## src/rtl/loop_sequencer_pkg.sv

```systemverilog
// Shared definitions for the loop sequencer: default counter width and FSM state encodings.
package loop_sequencer_pkg;

    localparam int LEN_COUNTER_DATA = 8;

    typedef enum logic [1:0] {
        SEQ_IDLE = 2'd0,
        SEQ_RUN  = 2'd1,
        SEQ_DONE = 2'd2
    } seq_state_e;

endpackage

```

## src/rtl/loop_sequencer_index_stage.sv

```systemverilog
// One wrap-around index counter of the nested loop; wrap flags the increment that returns it to 0.
module index_stage #(
    parameter int WORD_LENGTH = 8
) (
    input  logic                   clk,
    input  logic                   rst,
    input  logic                   clr,
    input  logic                   inc,
    input  logic [WORD_LENGTH-1:0] max,
    output logic [WORD_LENGTH-1:0] idx,
    output logic                   wrap
);

    localparam logic [WORD_LENGTH-1:0] ONE_C  = {{(WORD_LENGTH-1){1'b0}}, 1'b1};
    localparam logic [WORD_LENGTH-1:0] ZERO_C = {WORD_LENGTH{1'b0}};

    logic [WORD_LENGTH-1:0] idx_r;
    logic                   wrap_s;

    assign wrap_s = inc & (idx_r == (max - ONE_C));
    assign wrap   = wrap_s;
    assign idx    = idx_r;

    // Index register: clear has priority over the wrap/increment step.
    always_ff @(posedge clk) begin
        if (rst) begin
            idx_r <= ZERO_C;
        end else if (clr) begin
            idx_r <= ZERO_C;
        end else if (wrap_s) begin
            idx_r <= ZERO_C;
        end else if (inc) begin
            idx_r <= idx_r + ONE_C;
        end else begin
            idx_r <= idx_r;
        end
    end

endmodule

```

## src/rtl/loop_sequencer.sv

```systemverilog
// Two-level (row, col) sweep generator with valid/ready backpressure and a done/err pulse at the end.
module loop_sequencer
    import loop_sequencer_pkg::*;
#(
    parameter int WORD_LENGTH = LEN_COUNTER_DATA
) (
    input  logic                   clk,
    input  logic                   rst,
    input  logic                   start,
    input  logic [WORD_LENGTH-1:0] row_max,
    input  logic [WORD_LENGTH-1:0] col_max,
    input  logic                   out_ready,
    output logic                   out_valid,
    output logic [WORD_LENGTH-1:0] row,
    output logic [WORD_LENGTH-1:0] col,
    output logic                   last,
    output logic                   busy,
    output logic                   done,
    output logic                   err
);

    localparam logic [WORD_LENGTH-1:0] ONE_C  = {{(WORD_LENGTH-1){1'b0}}, 1'b1};
    localparam logic [WORD_LENGTH-1:0] ZERO_C = {WORD_LENGTH{1'b0}};

    seq_state_e             state_r;
    seq_state_e             next_state_s;
    logic [WORD_LENGTH-1:0] row_lat_r;
    logic [WORD_LENGTH-1:0] col_lat_r;
    logic                   load_s;
    logic                   zero_start_s;
    logic                   valid_s;
    logic                   hs_s;
    logic                   last_s;
    logic                   clr_s;
    logic                   col_wrap_s;
    logic                   row_wrap_s;
    logic                   row_inc_s;
    logic [WORD_LENGTH-1:0] row_s;
    logic [WORD_LENGTH-1:0] col_s;
    logic                   busy_r;
    logic                   done_r;
    logic                   err_r;

    assign valid_s   = (state_r == SEQ_RUN);
    assign hs_s      = valid_s & out_ready;
    assign last_s    = valid_s & (row_s == (row_lat_r - ONE_C)) & (col_s == (col_lat_r - ONE_C));
    // On the final beat both stages wrap together, so DONE already sees (0,0).
    assign clr_s     = load_s | (state_r == SEQ_DONE);
    assign row_inc_s = hs_s & col_wrap_s;

    index_stage #(.WORD_LENGTH(WORD_LENGTH)) u_col (
        .clk  (clk),
        .rst  (rst),
        .clr  (clr_s),
        .inc  (hs_s),
        .max  (col_lat_r),
        .idx  (col_s),
        .wrap (col_wrap_s)
    );

    index_stage #(.WORD_LENGTH(WORD_LENGTH)) u_row (
        .clk  (clk),
        .rst  (rst),
        .clr  (clr_s),
        .inc  (row_inc_s),
        .max  (row_lat_r),
        .idx  (row_s),
        .wrap (row_wrap_s)
    );

    // Next-state decode; zero-sized requests skip RUN and report through err.
    always_comb begin
        next_state_s = state_r;
        load_s       = 1'b0;
        zero_start_s = 1'b0;
        case (state_r)
            SEQ_IDLE: begin
                if (start) begin
                    if ((row_max == ZERO_C) || (col_max == ZERO_C)) begin
                        next_state_s = SEQ_DONE;
                        zero_start_s = 1'b1;
                    end else begin
                        next_state_s = SEQ_RUN;
                        load_s       = 1'b1;
                    end
                end else begin
                    next_state_s = SEQ_IDLE;
                end
            end
            SEQ_RUN: begin
                if (hs_s && last_s) begin
                    next_state_s = SEQ_DONE;
                end else begin
                    next_state_s = SEQ_RUN;
                end
            end
            SEQ_DONE: begin
                next_state_s = SEQ_IDLE;
            end
            default: begin
                next_state_s = SEQ_IDLE;
            end
        endcase
    end

    // State, latched sizes and the registered status outputs.
    always_ff @(posedge clk) begin
        if (rst) begin
            state_r   <= SEQ_IDLE;
            row_lat_r <= ZERO_C;
            col_lat_r <= ZERO_C;
            busy_r    <= 1'b0;
            done_r    <= 1'b0;
            err_r     <= 1'b0;
        end else begin
            state_r <= next_state_s;
            if (load_s) begin
                row_lat_r <= row_max;
                col_lat_r <= col_max;
            end else begin
                row_lat_r <= row_lat_r;
                col_lat_r <= col_lat_r;
            end
            busy_r <= (next_state_s != SEQ_IDLE);
            done_r <= (next_state_s == SEQ_DONE);
            err_r  <= zero_start_s;
        end
    end

    assign out_valid = valid_s;
    assign row       = row_s;
    assign col       = col_s;
    assign last      = last_s;
    assign busy      = busy_r;
    assign done      = done_r;
    assign err       = err_r;

endmodule

```

## config.mk

```make
export PLATFORM = sky130hd
export DESIGN_NAME = loop_sequencer
export DESIGN_NICKNAME = d
export VERILOG_FILES = /design/src/rtl/loop_sequencer_pkg.sv /design/src/rtl/loop_sequencer_index_stage.sv /design/src/rtl/loop_sequencer.sv
export SDC_FILE = /design/constraint.sdc
export NUM_CORES = 1
export LEC_CHECK = 0
export CAP_MARGIN = 20
export CELL_PAD_IN_SITES_DETAIL_PLACEMENT = 1
export CELL_PAD_IN_SITES_GLOBAL_PLACEMENT = 1
export CORE_ASPECT_RATIO = 0.5
export CORE_MARGIN = 3
export CORE_UTILIZATION = 35
export DETAILED_ROUTE_END_ITERATION = 8
export PLACE_DENSITY_LB_ADDON = 0.1
export SLEW_MARGIN = 0
export SYNTH_ARGS = -nofsm -noshare
export SYNTH_HDL_FRONTEND = slang
export SYNTH_SLANG_ARGS = --single-unit
export TNS_END_PERCENT = 10
```

## constraint.sdc

```tcl
create_clock -name clk -period 4.6 [get_ports clk]
set_input_delay 0.92 -clock clk [delete_from_list [all_inputs] [get_ports clk]]
set_output_delay 0.92 -clock clk [all_outputs]
set_load 0.005 [all_outputs]
```

==> flow_summary.yaml, run 1 <==
setup_path:
  r2r_slack_ns: 1.65
  worstSetupPathType: "reg -> out"
  critPathArrivalTime_ns: 2.75
  reg2reg_from: "col_lat_r[0]"
  crit_required_ns: 3.68
  path_max_fanout: 7
  start_kind: "flop"
  end_kind: "output port"
  r2r_end: "u_row.idx[7]"
  crit_start: "col_lat_r[2]"
  ff2ff_path_depth: 9
final_layout:
  drive_above_1_share_pct: 4.10
  syn_to_final_growth_pct: 29.8
  finalNetCount: 291
  final_core_util_pct: 49.5
  design_area_um2: 2560
  multi_input_area_um2: 1160
  antenna_cells: 0
  regArea_um2: 741
  n_fill_cell: 639
synthesis:
  syn_inst: 227
  yosys_warnings: 0
  syn_nets: 251
  synthFlopType: "dfxtp_1"
  ys_seq_elements: 37
  async_reset_ff_share_pct: 0
  synth_enable_flop_cells: 0
  synth.distinct_cells: 37
  netlist_area_um2: 1970
  syn_avg_cell_area_um2: 8.70
  yosysSeqAreaShare_pct: 37.5
timing:
  hold_viol: 0
  fmax_mhz: 272
  fin_crit_sh_pct: 79.9
  setup_violations: 0
  worst_pin_slew_ns: 0.803
  maxSlewHeadroom_pct: 46.3
  min_period_ns: 3.67
  rsz0062_at_grt: "no"
  clock_skew_ns: 0.00334
  final.setup.tns_ns: 0
  final-max-slew-violation-count: 0
  layout_setup_ws_ns: 0.927
placed_design:
  gp_congestion: 0.800
  dpl_cell_area_um2: 2420
  hpwl_um: 3850
  place_ws_ns: 1.19
  portBuffers: 40
power:
  ir_drop_mv: 0.121
  power.total_mw: 0.794
  powerDensity_nw_per_um2: 310
  p_leak_nw: 0.972
clock_tree:
  cts_tree: "done"
  clock-root-buffer: "clkbuf_16"
  clock_latency_ns: 0.28
  h-tree-depth: 2
  cts_buffers: 5
  cts_setup_buffers: 0
  ctsHoldBuffers: 0
  cts_resized: 0
  clk_pin_slew_ns: 0.06
  clk_path_buf_depth: 2
  numClockSinks: 37
hold_path:
  hold_class: "reg -> reg"
  min_to: "busy"
  hold-path-cell-count: 2
  min_from: "state_r[0]"
global_routing:
  grt_usage_pct: 16.1
  antenna_found_initial: 0
  grt_max_degree: 23
  grt-ovfl-total: 0
  grt_pass1_vias: 1787
  grt_pass1_wl_um: 8580
route:
  routed_via_density: 5.27
  first_iter_violations: 46
  routedWlPerCell_um: 15.2
  totalWireLength_um: 5150
  drtPass1Iterations: 4
  drt_drc_violations_left: 0
  num_vias: 1780
  postRouteAntennaNets: 0
run_status:
  outcome: "finished, final reports clean"
die:
  core_region_area_um2: 5180
  die_x_um: 112
  die_y_um: 59.1
  ios: 41
  die_area_um2: 6630
  start_util_pct: 38.1
  fp-row-count: 18
flow_run:
  cap_violations: 0
## layout make-up
cell class,instances,share of cell area [%]
multi-input combinational,174,45.2
sequential,37,28.9
timing repair buffer,41,15.9
clock buffer,6,5.03
tap,70,3.42
inverter,8,1.17
clock inverter,2,0.390
## registers in the layout, summed over array words and instances, names as in the netlist
name and count:
done 1, err 1, u_col.idx 8, state_r 2
busy 1, col_lat_r 8, row_lat_r 8, u_row.idx 8
## synth_stat cells (5+ instances only)
master    number  area share, %
or3_1          5            1.6
nand4_1        9            2.9
clkbuf_1       5           0.95
nor2_1        33            6.3
inv_1          8            1.5
nor4_1         9            2.9
xnor2_1       19            8.4
nand2_1       12            2.3
a21oi_1        5            1.3
xor2_1        11            4.9
nor3_1         7            1.8
mux2i_1       18            9.1
dfxtp_1       37             38
## layer usage
metal | GRT usage (%) | routed length [µm] | vias up
met2 | 27.6 | 2440 | 27
met3 | 4.79 | 183 | 4
met5 | 0 | 0 | -
met1 | 20.1 | 2490 | 863
li1 | - | - | 886
met4 | 4.45 | 32 | 0
## through the flow
step                hold slack (ns)  instances
global route                  0.541        338
CTS                           0.520        338
global placement              0.502        330
finish                        0.520        338
floorplan                     0.472        227
detailed placement            0.510        330
## worst max path at each step
stage              endpoint  slack (ns)  cells past startpoint
6_report               last        0.93                      6
5_1_grt                last        0.63                      8
2_1_floorplan  u_row.idx[7]        1.80                      9
4_1_cts                last        0.91                      8
3_3_place_gp           last        1.27                      8
3_5_place_dp           last        1.19                      8
## cell usage in the layout (no fill, tap or decap), drive strengths merged
cell / instances
xnor2: 19
a22oi: 1
o21a: 2
a21o: 1
buf: 1
dfxtp: 37
clkinv: 2
and3: 3
o22ai: 1
nor4: 9
nor3b: 2
ha: 4
nand4: 9
clkdlybuf4s50: 40
nor2b: 3
nand3: 3
o21ai: 4
or4: 4
nor2: 33
nand2b: 3
a211oi: 2
clkbuf: 6
and2: 2
a21oi: 5
or3: 7
mux2i: 18
and3b: 1
nor3: 7
and2b: 1
inv: 8
a31oi: 2
o41ai: 1
nand4b: 1
o31ai: 3
nand2: 12
xor2: 11
## where the power goes
group	internal (mW)	switching (mW)
combinational	0.0649	0.0578
sequential	0.332	0.0149
clock	0.199	0.126
total	0.596	0.198
## kinds of logic after synthesis
| kind of cell | share of synthesized area [%] |
|---|---|
| mux | 9.13 |
| compound gates | 7.10 |
| xor+xnor | 13.3 |
| fa+ha+maj | 2.53 |
| simple gates | 26.6 |
| buf+inv | 3.80 |
| flops | 37.5 |
## worst max-delay path, cell delays in order, from the launching register on
cell             delay (ns)
dfxtp_1                0.36
or3_4                  0.42
or4_1                  0.43
nand4b_1               0.19
and3_1                 0.26
nor4_1                 0.26
clkdlybuf4s50_1        0.55
Power figures use the tool's default switching activity.
==> run 2: changes to the inputs <==
- clock period: 4.6 -> 3.5 ns (I/O delays scaled with it)
==> flow_summary.yaml, run 2 (same netlist as run 1, synthesis figures left out) <==
run_status:
  outcome: "finished, final reports clean"
setup_path:
  cp_slowest_cell: "or4_1"
  start_kind: "flop"
  r2r_end: "u_row.idx[1]"
  crit_buf_inv: 1
  ff2ff_path_depth: 10
  path_delay_family: "simple AND/OR/NAND/NOR gates"
  crit_required_ns: 2.80
  r2r_slack_ns: 0.56
  slowest_delay_ns: 0.44
  critPathArrivalTime_ns: 2.34
  crit_chain: "or3_4 > or4_1 > nand4b_1 > and3_2 > nor4_2 > dlymetal6s2s_1"
  worstSetupPathType: "reg -> out"
  end_kind: "output port"
  reg2reg_from: "col_lat_r[0]"
  path_max_fanout: 7
clock_tree:
  h-tree-depth: 2
  cts_buffers: 5
  numClockSinks: 37
  clk_pin_slew_ns: 0.06
  ctsHoldBuffers: 0
  clock-root-buffer: "clkbuf_16"
  clock_latency_ns: 0.28
  clk_path_buf_depth: 2
  cts_tree: "done"
final_layout:
  antenna_cells: 0
  final_cell_mix: "clkdlybuf4s50_1, dfxtp_1, nor2_1"
  drive_above_1_share_pct: 9.12
  instances_no_fill: 344
  syn_to_final_growth_pct: 35.6
  finalNetCount: 297
  final_common_cell: "clkdlybuf4s50_1"
power:
  powerDensity_nw_per_um2: 430
  p_leak_nw: 1.04
  ir_drop_mv: 0.186
placed_design:
  placed_cells: 333
  hpwl_um: 3820
  portBuffers: 40
  gp_congestion: 0.811
timing:
  min_period_ns: 3.04
  final.setup.tns_ns: 0
  final-max-slew-violation-count: 0
  fin_crit_sh_pct: 86.8
  clock_skew_ns: 0.00500
  maxSlewHeadroom_pct: 60.4
  setup_violations: 0
  rsz0062_at_grt: "no"
  worst_pin_slew_ns: 0.590
  hold_viol: 0
  fmax_mhz: 329
global_routing:
  grt_usage_pct: 16.3
  grt-ovfl-total: 0
  antenna_found_initial: 0
  grt_pass1_wl_um: 8730
  grt_max_degree: 23
  busiest_layer: "met2"
  grt_pass1_vias: 1767
  grtUsageMet2_pct: 26.8
  gr-usage-met1_pct: 21.9
  met3_usage_pct: 4.38
die:
  die_y_um: 59.1
  start_util_pct: 38.1
  fp-row-count: 18
  ios: 41
  core_region_area_um2: 5180
  die_area_um2: 6630
  die_x_um: 112
route:
  drtPass1Iterations: 5
  num_vias: 1777
  totalWireLength_um: 5180
  routed_via_density: 5.17
  postRouteAntennaNets: 0
  first_iter_violations: 49
  routedWlPerCell_um: 15.1
  drt_drc_violations_left: 0
flow_run:
  cap_violations: 0
hold_path:
  min_to: "busy"
  hold_class: "reg -> reg"
  hold-path-cell-count: 2
  min_from: "state_r[0]"
## run 2: what timing repair did
action                                  in CTS  in global routing
gates resized for setup                      0                  8
endpoints found under the setup margin       0                  1
setup buffers                                0                  3
## run 2: where the power goes
group          total (mW)  switching (mW)  internal, mW
registers           0.455          0.0182         0.436
clock network       0.525           0.170         0.355
logic               0.171          0.0803        0.0911
total                1.15           0.269         0.883
## run 2: how the worst max path moves through the flow
stage / start / endpoint / cells past startpoint
global placement: col_lat_r[2] / last / 6
floorplan: col_lat_r[2] / u_row.idx[7] / 9
CTS: col_lat_r[0] / last / 8
detailed placement: col_lat_r[0] / last / 8
finish: col_lat_r[2] / last / 6
global route: col_lat_r[0] / last / 8
## run 2: metrics by stage
step | total power [mW] | util [%] | area (µm²) | setup WS, ns | hold WS, ns
floorplan | 0.576 | - | 1970 | 0.701 | 0.472
global placement | 0.623 | 47.2 | 2450 | 0.392 | 0.503
detailed placement | 0.629 | 47.2 | 2450 | 0.328 | 0.509
CTS | 1.16 | 50.7 | 2620 | 0.00608 | 0.518
global route | 1.21 | 51.7 | 2680 | 0.331 | 0.548
finish | 1.15 | 51.7 | 2680 | 0.464 | 0.520
## run 2: routing by layer
metal	routed length [µm]	vias up
met5	0	-
met4	0	0
met3	183	0
met2	2410	26
met1	2590	855
li1	-	896
## run 2: worst min-delay path: cells and delay by family, from the launching register on
kind | cells | cell delay (ns)
flip-flops | 1 | 0.34
AND/OR/NAND/NOR | 2 | 0.14
## run 2: final cells by class
class / instances / area, µm²
Tap cell: 70 / 87.6
Inverter: 8 / 30.0
Timing Repair Buffer: 47 / 455
Fill cell: 608 / 2500
Sequential cell: 37 / 743
Clock buffer: 6 / 139
Clock inverter: 2 / 37.5
Multi-Input combinational cell: 174 / 1180
==> run 3: changes to the inputs <==
- CELL_PAD_IN_SITES_DETAIL_PLACEMENT: 1 -> default
- CELL_PAD_IN_SITES_GLOBAL_PLACEMENT: 1 -> default
- PLACE_DENSITY_LB_ADDON: 0.1 -> default
- clock period: 3.5 -> 3.4 ns (I/O delays scaled with it)
==> flow_summary.yaml, run 3 (same netlist as run 1, synthesis figures left out) <==
run_status:
  outcome: "finished, final reports clean"
final_layout:
  drive_above_1_share_pct: 7.35
  antenna_cells: 0
  final_common_cell: "clkdlybuf4s50_1"
  syn_to_final_growth_pct: 34.1
  design_area_um2: 2650
  final_core_util_pct: 51.1
  final_cell_mix: "clkdlybuf4s50_1, dfxtp_1, nor2_1"
  n_fill_cell: 499
  finalNetCount: 295
timing:
  hold_viol: 0
  fin_crit_sh_pct: 87.6
  clock_skew_ns: 0.00427
  min_period_ns: 2.98
  rsz0062_at_grt: "no"
  worst_pin_slew_ns: 0.523
  whs_ns: 0.507
  final.setup.tns_ns: 0
  fmax_mhz: 336
  setup_violations: 0
  maxSlewHeadroom_pct: 64.9
  final-max-slew-violation-count: 0
setup_path:
  crit_required_ns: 2.72
  worstSetupPathType: "reg -> out"
  path_max_fanout: 7
  end_kind: "output port"
  critPathArrivalTime_ns: 2.30
  start_kind: "flop"
hold_path:
  hold_class: "reg -> reg"
power:
  ir_drop_mv: 0.183
  p_leak_nw: 1.02
  powerDensity_nw_per_um2: 446
placed_design:
  hpwl_um: 3460
  portBuffers: 40
  gp_congestion: 0.849
  dpl_cell_area_um2: 2440
route:
  routedWlPerCell_um: 13.4
  postRouteAntennaNets: 0
  totalWireLength_um: 4590
  first_iter_violations: 59
  drtPass1Iterations: 4
  routed_via_density: 5.02
  drt_drc_violations_left: 0
  num_vias: 1716
die:
  die_area_um2: 6630
  die_x_um: 112
  die_y_um: 59.1
  core_region_area_um2: 5180
  ios: 41
  start_util_pct: 38.1
  fp-row-count: 18
clock_tree:
  clk_pin_slew_ns: 0.06
  clock_latency_ns: 0.28
  cts_tree: "done"
  clock-root-buffer: "clkbuf_16"
  h-tree-depth: 2
  ctsHoldBuffers: 0
  clk_path_buf_depth: 2
  cts_buffers: 5
  numClockSinks: 37
flow_run:
  cap_violations: 0
global_routing:
  busiest_layer: "met2"
  gr-usage-met1_pct: 18.8
  grt_pass1_wl_um: 7560
  grt-ovfl-total: 0
  grt_usage_pct: 14.3
  antenna_found_initial: 0
  grt_pass1_vias: 1599
  met3_usage_pct: 3.67
  grt_max_degree: 23
  grtUsageMet2_pct: 22.9
## run 3: cell types whose count changed in the layout (fill, tap and decap cells not counted), sizes merged
cell  change
buf       -2
## run 3: what timing repair did
item	in CTS	in global routing
resized for setup	1	4
pin swaps	0	2
endpoints found under the setup margin	1	1
setup buffers	0	2
## run 3: layout make-up
cell class	instances	area, µm²	area share, %
Inverter	8	30.0	1.13
Timing Repair Buffer	45	440	16.6
Multi-Input combinational cell	174	1170	44.2
Clock buffer	6	139	5.25
Sequential cell	37	742	28.0
Clock inverter	2	37.5	1.42
Tap cell	70	87.6	3.31
## run 3: worst paths after layout
path                start            to  slack [ns]  depth (start not counted)
min            state_r[0]          busy        0.51                          2
max          col_lat_r[2]          last        0.42                          6
max reg2reg  col_lat_r[1]  u_row.idx[7]        0.53                         10
min reg2reg    state_r[0]          busy        0.51                          2
## run 3: routing by layer
metal | part of all wire (%) | wire [µm]
met5 | 0 | 0
met4 | 1.0 | 48
met3 | 3.6 | 164
met2 | 47 | 2140
met1 | 49 | 2240
## run 3: critical path: stages (launching register included)
cell and delay (ns):
dfxtp_1 0.35, or3_4 0.41, or4_1 0.42, nand4b_1 0.18
and3_2 0.27, nor4_2 0.22, dlymetal6s2s_1 0.16
## run 3: where the power goes
| group | internal [mW] | total (mW) | switching (mW) |
|---|---|---|---|
| registers | 0.449 | 0.467 | 0.0175 |
| clock network | 0.366 | 0.545 | 0.179 |
| logic | 0.0903 | 0.169 | 0.0784 |
## run 3: through the flow
| step | power [mW] | instances | worst slack, ns |
|---|---|---|---|
| 6_report | 1.18 | 342 | 0.423 |
| 4_1_cts | 1.19 | 340 | 0.00461 |
| 2_1_floorplan | 0.593 | 227 | 0.601 |
| 3_3_place_gp | 0.638 | 332 | 0.310 |
| 5_1_grt | 1.23 | 342 | 0.277 |
| 3_5_place_dp | 0.641 | 332 | 0.265 |
